==> src/rtl/pipe_stage_reg.sv <==
// Pipeline register between two stages with valid/ready handshake, stall, flush and an optional 2-entry skid buffer.
// Latency 1; in_ready falls when the skid entry is occupied (SKID=1) or when a held entry is not being drained (SKID=0).
module pipe_stage_reg #(
    parameter int DATA_W = 40,
    parameter int SKID   = 1,
    parameter int CNT_W  = 16
) (
    input  logic              clk,
    input  logic              rst_n,
    input  logic              in_valid,
    output logic              in_ready,
    input  logic [DATA_W-1:0] in_data,
    input  logic              stall,
    input  logic              flush,
    output logic              out_valid,
    input  logic              out_ready,
    output logic [DATA_W-1:0] out_data,
    output logic [DATA_W-1:0] fwd_data,
    output logic [1:0]        occupancy,
    output logic [CNT_W-1:0]  bubble_cnt,
    output logic [CNT_W-1:0]  flush_cnt
);

    localparam logic [CNT_W-1:0] CNT_MAX = '1;
    localparam logic [CNT_W-1:0] CNT_ONE = CNT_W'(1);

    logic              e0_vld_q, e0_vld_d;
    logic              e1_vld_q, e1_vld_d;
    logic [DATA_W-1:0] e0_dat_q, e0_dat_d;
    logic [DATA_W-1:0] e1_dat_q, e1_dat_d;
    logic [1:0]        occ_q, occ_d;
    logic [CNT_W-1:0]  bub_q, bub_d;
    logic [CNT_W-1:0]  flc_q, flc_d;
    logic              in_fire, out_fire, room;

    // With the skid entry, readiness depends only on a flop so no combinational path from out_ready.
    assign room      = (SKID != 0) ? ~e1_vld_q : (~e0_vld_q | out_ready);
    assign in_ready  = rst_n & ~stall & ~flush & room;
    assign in_fire   = in_valid & in_ready;
    assign out_fire  = e0_vld_q & out_ready & ~stall;

    assign out_valid  = e0_vld_q;
    assign out_data   = e0_dat_q;
    assign fwd_data   = e0_vld_q ? e0_dat_q : '0;
    assign occupancy  = occ_q;
    assign bubble_cnt = bub_q;
    assign flush_cnt  = flc_q;

    always_comb begin
        e0_vld_d = e0_vld_q;
        e0_dat_d = e0_dat_q;
        e1_vld_d = e1_vld_q;
        e1_dat_d = e1_dat_q;
        if (flush) begin
            e0_vld_d = 1'b0;
            e0_dat_d = '0;
            e1_vld_d = 1'b0;
            e1_dat_d = '0;
        end else if (!stall) begin
            case ({in_fire, out_fire})
                2'b10: begin
                    if (!e0_vld_q) begin
                        e0_vld_d = 1'b1;
                        e0_dat_d = in_data;
                    end else begin
                        e1_vld_d = 1'b1;
                        e1_dat_d = in_data;
                    end
                end
                2'b01: begin
                    e0_vld_d = e1_vld_q;
                    e0_dat_d = e1_vld_q ? e1_dat_q : '0;
                    e1_vld_d = 1'b0;
                    e1_dat_d = '0;
                end
                2'b11: begin
                    if (e1_vld_q) begin
                        e0_dat_d = e1_dat_q;
                        e1_dat_d = in_data;
                    end else begin
                        e0_dat_d = in_data;
                    end
                end
                default: ;
            endcase
        end
        // Without a skid entry the second slot is never populated.
        if (SKID == 0) begin
            e1_vld_d = 1'b0;
            e1_dat_d = '0;
        end
    end

    always_comb begin
        occ_d = {1'b0, e0_vld_d} + {1'b0, e1_vld_d};
        bub_d = bub_q;
        flc_d = flc_q;
        if (!stall && !flush && !e0_vld_q && bub_q != CNT_MAX)
            bub_d = bub_q + CNT_ONE;
        if (flush && flc_q != CNT_MAX)
            flc_d = flc_q + CNT_ONE;
    end

    always_ff @(posedge clk) begin
        if (!rst_n) begin
            e0_vld_q <= 1'b0;
            e1_vld_q <= 1'b0;
            e0_dat_q <= '0;
            e1_dat_q <= '0;
            occ_q    <= 2'd0;
            bub_q    <= '0;
            flc_q    <= '0;
        end else begin
            e0_vld_q <= e0_vld_d;
            e1_vld_q <= e1_vld_d;
            e0_dat_q <= e0_dat_d;
            e1_dat_q <= e1_dat_d;
            occ_q    <= occ_d;
            bub_q    <= bub_d;
            flc_q    <= flc_d;
        end
    end

endmodule
==> config.mk <==
export PLATFORM = sky130hd
export DESIGN_NAME = pipe_stage_reg
export DESIGN_NICKNAME = d
export VERILOG_FILES = /design/src/rtl/pipe_stage_reg.sv
export SDC_FILE = /design/constraint.sdc
export NUM_CORES = 1
export LEC_CHECK = 0
export CAP_MARGIN = 20
export CORE_UTILIZATION = 40
export CTS_BUF_LIST = sky130_fd_sc_hd__clkbuf_2
export DETAILED_ROUTE_END_ITERATION = 8
export PLACE_DENSITY = 0.83
export SYNTH_ARGS = -nofsm -noshare
export SYNTH_HDL_FRONTEND = slang
export SYNTH_SLANG_ARGS = --single-unit
==> constraint.sdc <==
create_clock -name clk -period 2.6 [get_ports clk]
set_input_delay 0.39 -clock clk [delete_from_list [all_inputs] [get_ports clk]]
set_output_delay 0.39 -clock clk [all_outputs]
set_load 0.03 [all_outputs]
==> impl_metrics.json <==
{
  "avgSynthCellArea_um2": 8.50,
  "viasPerCell": 5.39,
  "crit_fanout": 40,
  "root_buffer": "clkbuf_2",
  "whs_path_depth": 3,
  "ant_nets": 0,
  "antenna_found_initial": 1,
  "crit_type": "reg2reg",
  "yosysSeqAreaShare_pct": 43.3,
  "peakVddDrop_mv": 0.246,
  "hold_viol": 0,
  "ios": 162,
  "grt_first_pass_wirelength_um": 24100,
  "clockBufferDepth": 2,
  "layout_common_cells": "clkdlybuf4s50_1, dfxtp_1, a21oi_1, buf_4, nor2_1",
  "synth_area_leaders": "dfxtp_1, a211oi_1, nand3b_1",
  "r2r_slack_ns": 0.20,
  "first_global_vias": 4826,
  "cts_setup_buffers": 0,
  "start_kind": "register",
  "dr_total_vias": 5194,
  "ys_ff_latch": 116,
  "post-dp-hpwl_um": 9680,
  "grt-ovfl-total": 0,
  "powerDensity_nw_per_um2": 431,
  "num_rows": 41,
  "detail_route.iter0.violations": 362,
  "dpl-instance-area_um2": 7130,
  "skew_ns": 0.0301,
  "clock-sinks": 116,
  "start_util_pct": 41.8,
  "yosys.cell_types.count": 42,
  "syn_nets": 684,
  "multi_input_area_um2": 2860,
  "cts_buffers": 17,
  "crit_chain": "nor3_4 > nand2_2 > inv_1 > ha_1 > o21ai_0 > nor2_4 > a22oi_1 > a211oi_1",
  "clkTransAtPathRegs_ns": 0.18,
  "synth_warnings": 0,
  "final_cell_area_um2": 7350,
  "grt_max_degree": 81,
  "final_common_cell": "clkdlybuf4s50_1",
  "drc": 0,
  "r2r_cells": 8,
  "cts_resized": 1,
  "cp-end-kind": "register",
  "power.leakage_nw": 2.50,
  "timing.final.crit_share_pct": 92.3,
  "yosysTopAreaCell": "dfxtp_1",
  "core_um2": 12800,
  "slew_headroom_pct": 33.4,
  "track_usage_pct": 21.5,
  "drt_pass1_iterations": 5,
  "ff_latch_area_um2": 2320,
  "insertion_delay_ns": 0.68,
  "cp_data_required_time_ns": 3.18,
  "syn_inst": 631,
  "arrival_ns": 2.98,
  "fin_crit_ns": 2.40,
  "syn_to_final_growth_pct": 36.9,
  "wl_um": 14900,
  "finalSetupViolations": 0,
  "cts_tree": "yes",
  "synth_top_area_share_pct": 43.3,
  "hold_buffers": 0,
  "die-area_um2": 13900,
  "synth_area_um2": 5370,
  "critPathCapture": "out_data[1]",
  "maxCapViolCount": 0,
  "crit_path_max_incr_delay_ns": 0.77,
  "rsz0062_at_grt": "no",
  "tightestPinTransition_ns": 0.997,
  "slew_violations": 0,
  "die_w_um": 118,
  "final_nets": 831,
  "status": "complete, no violations",
  "globalplace.congestion": 0.801,
  "drive_gt1_share_pct": 13.1,
  "nFillCells": 1201,
  "r2r_end": "out_data[1]",
  "wl_per_cell_um": 15.4,
  "portBuffers": 161,
  "worst_hold_path_type": "in2reg",
  "max_freq_mhz": 417,
  "slowest_stage": "nor2_4",
  "fp.dieH_um": 118,
  "fin_tns_setup_ns": 0,
  "h-tree-depth": 4,
  "critPathLaunch": "e1_vld_q",
  "rr_startpoint": "e1_vld_q"
}
==> state kept, by name (all words and copies together), names as in the netlist <==
register	count
e1_dat_q	40
out_data	40
bubble_cnt	16
flush_cnt	16
occupancy	2
e1_vld_q	1
out_valid	1
==> worst min path at each step <==
stage | startpoint | endpoint | slack, ns
after floorplan | e1_dat_q[0] | e1_dat_q[0] | 0.43
after global placement | e1_dat_q[6] | e1_dat_q[6] | 0.44
final | in_data[33] | e1_dat_q[33] | 0.30
after global routing | in_data[38] | e1_dat_q[38] | 0.24
after CTS | in_data[38] | e1_dat_q[38] | 0.24
after detailed placement | e1_dat_q[6] | e1_dat_q[6] | 0.44
==> layout make-up <==
| cell class | instances | area share [%] |
|---|---|---|
| antenna | 1 | 0.0341 |
| clock buffer | 18 | 1.23 |
| clock inverter | 14 | 1.62 |
| inverter | 7 | 0.358 |
| multi-input combinational | 455 | 38.9 |
| sequential | 116 | 31.6 |
| tap | 172 | 2.93 |
| timing repair buffer | 181 | 23.3 |
==> critical path, delay by kind of cell, from the launching register on <==
kind	cells	cell delay, ns
flip-flops	1	0.40
AND/OR/NAND/NOR	3	1.03
adder cells (fa/ha/maj)	1	0.16
buffers and inverters	1	0.08
AO/OA/AOI/OAI	3	0.62
==> per-stage QoR <==
stage	worst slack (ns)	hold WS [ns]	power, mW	utilization (%)	std cells
2_1_floorplan	0.0202	0.432	1.97	-	631
3_3_place_gp	-0.352	0.437	2.10	55.6	931
3_5_place_dp	-0.390	0.443	2.10	55.6	931
4_1_cts	0.0300	0.236	3.19	57.2	963
5_1_grt	0.0256	0.240	3.30	57.3	964
6_report	0.201	0.300	3.17	57.3	964
==> routing by layer <==
metal	vias up	wire length (um)	track usage [%]
met5	-	0	0
met4	0	342	9.62
met3	25	627	4.94
met2	143	7310	35.2
met1	2411	6610	26.7
li1	2615	-	-
==> cell families after synthesis <==
family / share of synthesized area, %
xor gates and xnor gates: 0.327
AOI/OAI and AO/OA: 22.0
and+or+nand+nor: 28.1
DFF: 43.3
buffers and inverters: 4.66
adders and majority gates: 1.63
==> synthesized netlist by cell type (all sizes together) <==
cell / count
and3: 5
a22oi: 40
nand3b: 41
a21o: 1
a211oi: 43
a31oi: 2
nor4: 5
o31ai: 13
ha: 7
nor2: 55
a21oi: 61
or4: 13
inv: 7
and4: 8
o41ai: 2
clkbuf: 42
xor2: 2
nand4: 12
and2: 43
a2111oi: 1
and3b: 1
o21ai: 11
o21a: 1
nand2: 53
nor3: 10
o211ai: 1
o311ai: 2
o31a: 1
nand2b: 3
buf: 11
nand3: 12
or3: 6
dfxtp: 116
==> report_power, final <==
part / internal (mW) / switching (mW)
Combinational: 0.128 / 0.131
Clock: 0.418 / 0.684
Sequential: 1.79 / 0.0122
No activity file was read; power rests on OpenSTA's default activity.
